===== src/rtl/hist_pkg.sv =====
// Shared widths and FSM state type for the histogram memory arbiter.
// Latency: n/a (types and constants only).
// Backpressure: n/a.
package hist_pkg;

  localparam int HIST_ADDR_W = 12;
  localparam int HIST_DATA_W = 16;
  localparam int FRAME_CNT_W = 8;

  // IDLE accepts words; RD/CMP form the peak-hold read-modify-write
  typedef enum logic [1:0] {
    IDLE = 2'd0,
    RD   = 2'd1,
    CMP  = 2'd2
  } state_t;

endpackage


===== src/rtl/hist_mem_arbiter_if.sv =====
// Bundle of display, write-source, BRAM and frame-status signals of the arbiter.
// Latency: n/a (wiring only).
// Backpressure: wr_valid/wr_ready handshake; the source holds the word until wr_ready.
interface hist_mem_arbiter_if;
  import hist_pkg::*;

  logic                   disp_req;
  logic [HIST_ADDR_W-1:0] disp_addr;
  logic [HIST_DATA_W-1:0] disp_data;

  logic                   wr_valid;
  logic                   wr_ready;
  logic [HIST_ADDR_W-1:0] wr_addr;
  logic [HIST_DATA_W-1:0] wr_data;
  logic                   wr_last;
  logic                   peak_clr;

  logic [HIST_ADDR_W-1:0] mem_addr;
  logic                   mem_we;
  logic [HIST_DATA_W-1:0] mem_wdata;
  logic [HIST_DATA_W-1:0] mem_rdata;

  logic                   frame_done;
  logic [FRAME_CNT_W-1:0] frame_count;

  // arbiter side: owns the BRAM port and the status outputs
  modport master (
    input  disp_req, disp_addr, wr_valid, wr_addr, wr_data, wr_last, peak_clr, mem_rdata,
    output disp_data, wr_ready, mem_addr, mem_we, mem_wdata, frame_done, frame_count
  );

  // environment side: display, FFT source and BRAM model
  modport slave (
    output disp_req, disp_addr, wr_valid, wr_addr, wr_data, wr_last, peak_clr, mem_rdata,
    input  disp_data, wr_ready, mem_addr, mem_we, mem_wdata, frame_done, frame_count
  );

endinterface


===== src/rtl/hist_mem_arbiter.sv =====
// Shares one BRAM port between the display (absolute priority) and FFT bin writes; optional peak hold via HIST_PEAK_HOLD_EN.
// Latency: plain write commits in the accept cycle; peak-hold RMW takes 3 cycles (IDLE, RD, CMP); disp_data is 1 cycle after disp_addr.
// Backpressure: wr_ready is low whenever disp_req is high or an RMW is in flight; an aborted RMW is retried from IDLE.
module hist_mem_arbiter
  import hist_pkg::*;
(
  input logic              clk,
  input logic              rst,
  hist_mem_arbiter_if.master bus
);

  logic transfer;

  assign transfer      = bus.wr_valid & bus.wr_ready;
  assign bus.disp_data = bus.mem_rdata;

`ifdef HIST_PEAK_HOLD_EN
  state_t state, state_nxt;

  // state register; reset also abandons any RMW in flight
  always_ff @(posedge clk or posedge rst) begin
    if (rst) state <= IDLE;
    else     state <= state_nxt;
  end
`endif

  // port steering, write strobe, handshake and next state
  always_comb begin
    bus.mem_addr  = bus.disp_req ? bus.disp_addr : bus.wr_addr;
    bus.mem_we    = 1'b0;
    bus.mem_wdata = bus.wr_data;
    bus.wr_ready  = 1'b0;
`ifdef HIST_PEAK_HOLD_EN
    state_nxt = state;
    if (bus.disp_req) begin
      // display steals the port: any partial RMW is dropped and restarted later
      state_nxt = IDLE;
    end else begin
      case (state)
        IDLE: begin
          if (bus.wr_valid) begin
            if (bus.peak_clr) begin
              bus.mem_we   = 1'b1;
              bus.wr_ready = 1'b1;
            end else begin
              state_nxt = RD;
            end
          end
        end
        RD: begin
          state_nxt = CMP;
        end
        CMP: begin
          if (bus.mem_rdata > bus.wr_data) bus.mem_wdata = bus.mem_rdata;
          bus.mem_we   = 1'b1;
          bus.wr_ready = 1'b1;
          state_nxt    = IDLE;
        end
        default: state_nxt = IDLE;
      endcase
    end
`else
    if (!bus.disp_req && bus.wr_valid) begin
      bus.mem_we   = 1'b1;
      bus.wr_ready = 1'b1;
    end
`endif
    if (rst) begin
      bus.mem_we   = 1'b0;
      bus.wr_ready = 1'b0;
    end
  end

  // frame counter and one-cycle done pulse on the last bin of a frame
  always_ff @(posedge clk or posedge rst) begin
    if (rst) begin
      bus.frame_count <= '0;
      bus.frame_done  <= 1'b0;
    end else begin
      bus.frame_done <= transfer & bus.wr_last;
      if (transfer && bus.wr_last) bus.frame_count <= bus.frame_count + 1'b1;
    end
  end

endmodule


===== src/flat_wrapper.sv =====
// flat-port wrapper written by rule: the top's interface ports become plain ports
module hist_mem_arbiter_flat import hist_pkg::*;
  (clk, rst, bus_disp_req, bus_disp_addr, bus_wr_valid, bus_wr_addr, bus_wr_data, bus_wr_last, bus_peak_clr, bus_mem_rdata, bus_disp_data, bus_wr_ready, bus_mem_addr, bus_mem_we, bus_mem_wdata, bus_frame_done, bus_frame_count);
  hist_mem_arbiter_if bus_i ();
  input logic clk;
  input logic rst;
  input wire logic [$bits(bus_i.disp_req)-1:0] bus_disp_req;
  input wire logic [$bits(bus_i.disp_addr)-1:0] bus_disp_addr;
  input wire logic [$bits(bus_i.wr_valid)-1:0] bus_wr_valid;
  input wire logic [$bits(bus_i.wr_addr)-1:0] bus_wr_addr;
  input wire logic [$bits(bus_i.wr_data)-1:0] bus_wr_data;
  input wire logic [$bits(bus_i.wr_last)-1:0] bus_wr_last;
  input wire logic [$bits(bus_i.peak_clr)-1:0] bus_peak_clr;
  input wire logic [$bits(bus_i.mem_rdata)-1:0] bus_mem_rdata;
  output wire logic [$bits(bus_i.disp_data)-1:0] bus_disp_data;
  output wire logic [$bits(bus_i.wr_ready)-1:0] bus_wr_ready;
  output wire logic [$bits(bus_i.mem_addr)-1:0] bus_mem_addr;
  output wire logic [$bits(bus_i.mem_we)-1:0] bus_mem_we;
  output wire logic [$bits(bus_i.mem_wdata)-1:0] bus_mem_wdata;
  output wire logic [$bits(bus_i.frame_done)-1:0] bus_frame_done;
  output wire logic [$bits(bus_i.frame_count)-1:0] bus_frame_count;
  assign bus_i.disp_req = bus_disp_req;
  assign bus_i.disp_addr = bus_disp_addr;
  assign bus_i.wr_valid = bus_wr_valid;
  assign bus_i.wr_addr = bus_wr_addr;
  assign bus_i.wr_data = bus_wr_data;
  assign bus_i.wr_last = bus_wr_last;
  assign bus_i.peak_clr = bus_peak_clr;
  assign bus_i.mem_rdata = bus_mem_rdata;
  assign bus_disp_data = bus_i.disp_data;
  assign bus_wr_ready = bus_i.wr_ready;
  assign bus_mem_addr = bus_i.mem_addr;
  assign bus_mem_we = bus_i.mem_we;
  assign bus_mem_wdata = bus_i.mem_wdata;
  assign bus_frame_done = bus_i.frame_done;
  assign bus_frame_count = bus_i.frame_count;
  hist_mem_arbiter u_core (.clk(clk), .rst(rst), .bus(bus_i));
endmodule

===== config.mk =====
export PLATFORM = sky130hd
export DESIGN_NAME = hist_mem_arbiter_flat
export DESIGN_NICKNAME = d
export VERILOG_FILES = /design/src/rtl/hist_pkg.sv /design/src/rtl/hist_mem_arbiter_if.sv /design/src/rtl/hist_mem_arbiter.sv /design/src/flat_wrapper.sv
export SDC_FILE = /design/constraint.sdc
export NUM_CORES = 1
export LEC_CHECK = 0
export BUFFER_PORTS_ARGS = -buffer_cell sky130_fd_sc_hd__buf_4
export CORE_MARGIN = 4
export CORE_UTILIZATION = 32
export DETAILED_ROUTE_END_ITERATION = 8
export PLACE_DENSITY = 0.86
export SYNTH_ARGS = -nofsm -noshare
export SYNTH_HDL_FRONTEND = slang
export SYNTH_SLANG_ARGS = --single-unit

===== constraint.sdc =====
create_clock -name clk -period 1.6 [get_ports clk]
set_input_delay 0.32 -clock clk [delete_from_list [all_inputs] [get_ports clk]]
set_output_delay 0.32 -clock clk [all_outputs]
set_load 0.03 [all_outputs]

==> impl_metrics.tcl, run 1 <==
set metrics [dict create \
    cts.sinks 9 \
    p_per_area_nw_per_um2 968 \
    dpl.hpwl_mm 1.77 \
    synthSimpleGateAreaFrac 0.118 \
    cts_setup_buffers 0 \
    via_count 611 \
    fin_worst_skew_ps 3.16 \
    yosysTopAreaCell "buf_4" \
    route.detailed.drc 0 \
    first_pass_iters 3 \
    clk_pin_slew_ps 60 \
    die_w_um 57.8 \
    ioPinCount 117 \
    maxCapViolCount 0 \
    finalWirelength_mm 2.01 \
    ys_seq_elements 9 \
    status "completed" \
    syn-num-nets 144 \
    antenna_found_initial 0 \
    grt-ovfl-total 0 \
    cp_max_fo 14 \
    synth_seq_area_share 0.284 \
    hold_class "in -> async" \
    fmax_mhz 733 \
    port_buffers 51 \
    placementRows 17 \
    startpoint_type "input port" \
    die_h_um 57.8 \
    preCtsSetupSlack_ps 35.7 \
    grt_setup_unrepaired "false" \
    min_period_ps 1360 \
    drive_gt1_frac 0.673 \
    hold_buffers 0 \
    cts-root-buf "clkbuf_4" \
    grt_max_degree 15 \
    cp.arrival_ps 1040 \
    power_leakage_nw 0.522 \
    slew-limit-headroom 0.764 \
    worstSetupPathType "in -> out" \
    placed_cells 125 \
    cts_inserted_buffers 3 \
    timing.hold.ws_ps 31.5 \
    fin_ws_ps 236 \
    critPathCaptureType "output pin" \
    ys_types 15 \
    ant_nets 0 \
    synth_compound_area_frac 0 \
    synth_area_um2 793 \
    synth_mux_area_frac 0.170 \
    avgSynthCellArea_um2 9.79 \
    setup_viol 0 \
    synth_xor_area_frac 0.0773 \
    vdd_ir_drop_max_uv 406 \
    fp.dieArea_um2 3340 \
    grt_use_total 0.124 \
    avgViaCountPerCell 4.74 \
    fin_util 0.433 \
    crit_path_frequent_cell "buf_4" \
    wl_per_cell_um 15.6 \
    htree_levels 1 \
    crit_path_cell_trace "buf_4 > mux2_2 > buf_4" \
    first_iter_violations 2 \
    fin_tns_setup_ps 0 \
    gp_congestion 0.818 \
    required_ps 1280 \
    num_antenna_cells 0 \
    clk_latency_ps 260 \
    critPathSlowestCell "mux2_2" \
    cts_tree "yes" \
    cpPeakStageDelay_ps 360 \
    post-route-period-util 0.852 \
    synthTopCellsByArea "buf_4, dfrtp_1, mux2_2" \
    grt_pass1_wl_mm 3.05 \
    postSynthCellCount 81 \
    synth_warnings 0 \
    synth_top_family_by_area "buffers and inverters" \
    start_util 0.349 \
    grt_pass1_vias 668 \
    fillers 219 \
    netlist.area_leader.share 0.312 \
    finalHoldViolations 0 \
    fin_cells 129 \
    drv_slew 0 \
    tightest_slew_ps 352 \
    cts-resized-gates 0 \
    coreArea_um2 2280 \
    synthAdderAreaFrac 0.0158 \
    cts_buffer_depth 2 \
    area_growth_pct 24.1 \
    fin_nets 165 \
]
## per-stage QoR
stage / instance area, um^2 / power [mW]
2_1_floorplan: 798 / 0.740
3_3_place_gp: 958 / 0.782
3_5_place_dp: 958 / 0.790
4_1_cts: 985 / 0.965
5_1_grt: 985 / 1.01
6_report: 985 / 0.953
## report_power, final
group | switching, mW | internal (mW)
logic | 0.245 | 0.196
registers | 0.0640 | 0.274
clock network | 0.0784 | 0.0960
total | 0.388 | 0.565
## cell usage after synthesis
master	n
mux2_2	12
nor3b_1	1
nand2_1	7
nand4bb_1	1
nand3_1	1
xnor2_1	4
buf_2	2
inv_1	2
buf_4	33
ha_1	1
dfrtp_1	9
nor3_1	2
xor2_1	3
nand4_1	2
nor4_4	1
## cells in the final DEF (no fill, tap or decap)
cell type / n
buf_4: 51
xnor2_1: 4
nand4bb_1: 1
inv_1: 2
nand3_1: 1
nand4_1: 2
clkbuf_4: 3
nor3b_2: 1
clkbuf_1: 1
xor2_1: 3
ha_1: 1
nor4_4: 1
mux2_2: 12
dfrtp_1: 9
nor3_1: 2
nand2_1: 7
## registers in the layout, indices dropped and copies added (netlist names)
name and cells:
u_core.bus.frame_count 8, u_core.bus.frame_done 1
## final timing paths
kind                            slack [ps]  cells past startpoint                       from                         to
worst max-delay path                   240                      3               bus_disp_req            bus_mem_addr[1]
worst min-delay path                    30                      2                        rst      u_core.bus.frame_done
worst max register to register         450                      4  u_core.bus.frame_count[0]  u_core.bus.frame_count[6]
worst min register to register         470                      1  u_core.bus.frame_count[7]  u_core.bus.frame_count[7]
max in group asynchronous             1320                      2                        rst  u_core.bus.frame_count[6]
min in group clk                       470                      1  u_core.bus.frame_count[7]  u_core.bus.frame_count[7]
## logic make-up (layout without fill, tap and decap cells)
kind of cell	Yosys count	after routing
AND/OR/NAND/NOR	15	15
adder cells (fa/ha/maj)	1	1
flip-flops	9	9
XOR/XNOR	7	7
multiplexers	12	12
buffers and inverters	37	57
## per-layer routing
metal	share of wire	up-vias	global-route usage
li1	-	273	-
met1	0.25	279	0.0888
met2	0.55	50	0.229
met3	0.17	9	0.0846
met4	0.028	0	0.0795
met5	0	-	0
## area by class of cell
class                   instances  area (um^2)  share of cell area
flip-flops and latches          9          225               0.229
clock buffers                   4         26.3              0.0267
inverters                       2         7.51             0.00762
repair buffers                 51          383               0.389
well taps                      28         35.0              0.0356
multi-input cells              35          308               0.313
## worst max-delay path: cells and delay by family
family                 cells  cell delay (ps)
buffers and inverters      2              350
muxes                      1              360
Power figures use the tool's default switching activity.
==> inputs of run 2 (changes only) <==
Settings changed: CORE_UTILIZATION 32 to 33, CTS_BUF_LIST set to sky130_fd_sc_hd__clkbuf_8, PLACE_DENSITY 0.86 to 0.88.
==> run 2 against run 1 <==
Effect of this change: cell count grew 0.78%; fmax up 0.47%; power is 9.7% higher; critical path depth is the same; worst setup slack improved by 6.4 ps; core utilization up 1.6 points.
==> impl_metrics.tcl, run 2 (synthesized netlist as in run 1, its figures left out) <==
set metrics [dict create \
    largest_register_ffs 8 \
    fp.dieArea_um2 3250 \
    p_per_area_nw_per_um2 1030 \
    port_buffers 51 \
    first_pass_iters 5 \
    die_w_um 57.0 \
    cts-root-buf "clkbuf_8" \
    cp_max_fo 14 \
    required_ps 1280 \
    dpl.hpwl_mm 1.73 \
    fin_worst_skew_ps 1.05 \
    hold_buffers 0 \
    hold_class "in -> async" \
    maxCapViolCount 0 \
    total_power_mw 1.05 \
    timing.hold.ws_ps 62.4 \
    power_leakage_nw 0.538 \
    post-route-period-util 0.848 \
    power.switching_uw 407 \
    cts_buffer_depth 2 \
    antenna_found_initial 0 \
    start_util 0.352 \
    startpoint_type "input port" \
    clk_pin_slew_ps 50 \
    die_h_um 57.0 \
    slew-limit-headroom 0.785 \
    wl_per_cell_um 15.5 \
    grt_use_total 0.124 \
    grt_max_degree 15 \
    placementRows 17 \
    cts.sinks 9 \
    power_frac_comb 0.424 \
    vdd_ir_drop_max_uv 587 \
    tightest_slew_ps 322 \
    route.detailed.drc 0 \
    drv_slew 0 \
    finalWirelength_mm 2.01 \
    setup_viol 0 \
    num_antenna_cells 0 \
    first_iter_violations 1 \
    grt_setup_unrepaired "false" \
    fin_tns_setup_ps 0 \
    drive_gt1_frac 0.676 \
    finalHoldViolations 0 \
    sw_frac_of_total 0.389 \
    final_cell_mix "buf_4, mux2_2, dfrtp_1, nand2_1, xnor2_1" \
    min_period_ps 1360 \
    gp_congestion 0.774 \
    ant_nets 0 \
    cts-resized-gates 0 \
    via_count 638 \
    reg_top3 "u_core.bus.frame_count x8, u_core.bus.frame_done x1" \
    critPathCaptureType "output pin" \
    fmax_mhz 737 \
    cp.arrival_ps 1040 \
    power.internal_uw 639 \
    worstSetupPathType "in -> out" \
    cts_setup_buffers 0 \
    fin_ws_ps 243 \
    p_seq_frac 0.329 \
    power_frac_clock 0.247 \
    avgViaCountPerCell 4.91 \
    area_growth_pct 27.4 \
    grt_pass1_wl_mm 3.10 \
    regMostFlops "u_core.bus.frame_count" \
    cts_inserted_buffers 3 \
    grt-ovfl-total 0 \
    grt_pass1_vias 658 \
    coreArea_um2 2250 \
    ioPinCount 117 \
    clk_latency_ps 230 \
    htree_levels 1 \
    preCtsSetupSlack_ps 203 \
    final_common_cell "buf_4" \
    status "completed" \
    fin_nets 166 \
    cts_tree "yes" \
]
==> run 2: changes by cell type in the layout (fill, tap and decap cells not counted), sizes merged <==
cell,delta
inv,+1
clkbuf,-1
buf,+1
==> run 2: cell type report <==
| cell class | count | area (um^2) |
|---|---|---|
| repair buffers | 52 | 390 |
| clock buffers | 3 | 41.3 |
| multi-input cells | 35 | 308 |
| clock inverters | 1 | 3.75 |
| fillers | 233 | 1240 |
| well taps | 28 | 35.0 |
| flip-flops and latches | 9 | 225 |
| inverters | 2 | 7.51 |
==> run 2: path summary, 6_finish.rpt <==
check,startpoint,end,slack (ps),depth (start not counted)
worst max-delay path,bus_disp_req,bus_mem_addr[10],240,3
worst min-delay path,rst,u_core.bus.frame_count[1],60,2
worst max register to register,u_core.bus.frame_count[0],u_core.bus.frame_count[6],450,4
worst min register to register,u_core.bus.frame_count[7],u_core.bus.frame_count[7],470,1
max in group asynchronous,rst,u_core.bus.frame_count[3],1300,2
min in group clk,u_core.bus.frame_count[7],u_core.bus.frame_count[7],470,1
==> run 2: per-stage QoR <==
step | instances | instance area (um^2) | util
floorplan | 81 | 798 | -
global placement | 126 | 966 | 0.428
detailed placement | 126 | 966 | 0.428
CTS | 130 | 1010 | 0.448
global route | 130 | 1010 | 0.448
finish | 130 | 1010 | 0.448
==> run 2: power by group through the flow <==
stage               Sequential, mW  Clock (mW)  Combinational (mW)
finish                       0.344       0.258               0.444
global route                 0.355       0.275               0.479
CTS                          0.344       0.263               0.452
detailed placement           0.347           0               0.449
global placement             0.340           0               0.444
floorplan                    0.423           0               0.317
==> run 2: worst max-delay path: stages <==
cell    delay, ps
buf_4         180
mux2_2        360
buf_4         170
==> run 2: routing by layer <==
metal,vias up,part of all wire,global-route usage
li1,274,-,-
met1,297,0.28,0.108
met2,51,0.53,0.209
met3,16,0.14,0.0566
met4,0,0.052,0.116
met5,-,0,0
==> inputs of run 3 (changes only) <==
Settings changed: CORE_UTILIZATION 33 to 30, PLACE_DENSITY 0.88 to 0.81.
Clock period 1.6 ns to 1.4 ns, I/O delays scaled along.
==> run 3 against run 2 <==
Effect of this change: global-route usage down 0.56 points; highest routed layer unchanged; die area up 8.6%; clock skew up 4.8 ps.
==> impl_metrics.tcl, run 3 (synthesized netlist as in run 1, its figures left out) <==
set metrics [dict create \
    clk_pin_slew_ps 50 \
    fp.dieArea_um2 3530 \
    grt_pass1_wl_mm 3.08 \
    cts.sinks 9 \
    cts_inserted_buffers 3 \
    coreArea_um2 2500 \
    post-route-period-util 0.923 \
    avgViaCountPerCell 4.77 \
    cts-root-buf "clkbuf_8" \
    antenna_found_initial 0 \
    critPathSlowestCell "mux2_2" \
    sw_frac_of_total 0.386 \
    cp_max_fo 14 \
    power.switching_uw 460 \
    status "completed" \
    startpoint "bus_disp_req" \
    cts_tree "yes" \
    placementRows 18 \
    power_frac_comb 0.427 \
    start_util 0.317 \
    area_growth_pct 28.5 \
    htree_levels 1 \
    finalWirelength_mm 2.03 \
    p_seq_frac 0.328 \
    clk_latency_ps 230 \
    fin_tns_setup_ps 0 \
    power.internal_uw 731 \
    final_common_cell "buf_4" \
    vdd_ir_drop_max_uv 962 \
    first_iter_violations 1 \
    multi_input_area_um2 314 \
    wl_per_cell_um 15.4 \
    min_period_ps 1290 \
    port_buffers 51 \
    startpoint_type "input port" \
    final_cell_mix "buf_4, mux2_2, dfrtp_1, nand2_1, xnor2_1" \
    first_pass_iters 2 \
    cts_setup_buffers 0 \
    cts-resized-gates 0 \
    fin_nets 166 \
    cts_buffer_depth 2 \
    finalHoldViolations 0 \
    slew-limit-headroom 0.779 \
    ant_nets 0 \
    maxCapViolCount 0 \
    dpl.hpwl_mm 1.75 \
    worstSetupPathType "in -> out" \
    die_w_um 59.4 \
    fin_util 0.408 \
    ioPinCount 117 \
    rr_startpoint "u_core.bus.frame_count[0]" \
    r2r_slack_ps 220 \
    crit_path_cell_trace "buf_4 > mux2_2 > buf_4" \
    setup_viol 0 \
    tightest_slew_ps 331 \
    cpPeakStageDelay_ps 370 \
    power_leakage_nw 0.541 \
    fin_worst_skew_ps 5.82 \
    cp.arrival_ps 1010 \
    regArea_um2 225 \
    design_area_um2 1020 \
    p_per_area_nw_per_um2 1170 \
    route.detailed.drc 0 \
    largest_register_ffs 8 \
    drv_slew 0 \
    grt_max_degree 15 \
    fmax_mhz 774 \
    power_frac_clock 0.245 \
    placed_area_um2 975 \
    grt-ovfl-total 0 \
    hold_buffers 0 \
    hold_class "in -> async" \
    critPathCaptureType "output pin" \
    fillers 244 \
    regMostFlops "u_core.bus.frame_count" \
    grt_setup_unrepaired "false" \
    grt_use_total 0.119 \
    crit_path_frequent_cell "buf_4" \
    via_count 629 \
    reg_top3 "u_core.bus.frame_count x8, u_core.bus.frame_done x1" \
    timing.hold.ws_ps 34.4 \
    drive_gt1_frac 0.676 \
    die_h_um 59.4 \
    gp_congestion 0.781 \
    required_ps 1120 \
    num_antenna_cells 0 \
    grt_pass1_vias 720 \
]
==> run 3: cell counts in the layout (fill, tap and decap cells not counted) <==
No cell type changed its count.
==> run 3: path summary, 6_finish.rpt <==
check                                             to  depth (start not counted)
max in group asynchronous  u_core.bus.frame_count[6]                          2
setup / recovery                     bus_mem_addr[6]                          3
hold / removal                 u_core.bus.frame_done                          2
setup reg to reg           u_core.bus.frame_count[6]                          4
min in group clk           u_core.bus.frame_count[7]                          1
hold reg to reg            u_core.bus.frame_count[7]                          1
==> run 3: power by group through the flow <==
stage / logic, mW / registers, mW / clock network, mW
after floorplan: 0.364 / 0.484 / 0
after global placement: 0.511 / 0.388 / 0
after detailed placement: 0.516 / 0.393 / 0
after CTS: 0.517 / 0.391 / 0.300
after global routing: 0.540 / 0.398 / 0.307
final: 0.508 / 0.391 / 0.291
==> run 3: area by class of cell <==
| type | instances | area share |
|---|---|---|
| Clock buffer | 3 | 0.0405 |
| Clock inverter | 1 | 0.00368 |
| Inverter | 2 | 0.00736 |
| Multi-Input combinational cell | 35 | 0.308 |
| Sequential cell | 9 | 0.221 |
| Tap cell | 30 | 0.0368 |
| Timing Repair Buffer | 52 | 0.383 |
==> run 3: layer usage <==
| layer | global-route usage | part of all wire |
|---|---|---|
| met5 | 0 | 0 |
| met4 | 0.123 | 0.068 |
| met3 | 0.0501 | 0.14 |
| met2 | 0.203 | 0.53 |
| met1 | 0.0968 | 0.26 |
==> run 3: worst max-delay path, delay by kind of cell <==
kind	cells	cell delay, ps
buffers and inverters	2	360
multiplexers	1	370
==> run 3: stage by stage <==
step | cells | setup slack (ps) | power, mW
after floorplan | 81 | 39.3 | 0.848
after global placement | 128 | 76.7 | 0.899
after detailed placement | 128 | 33.5 | 0.908
after CTS | 132 | 102 | 1.21
after global routing | 132 | 82.3 | 1.24
final | 132 | 107 | 1.19
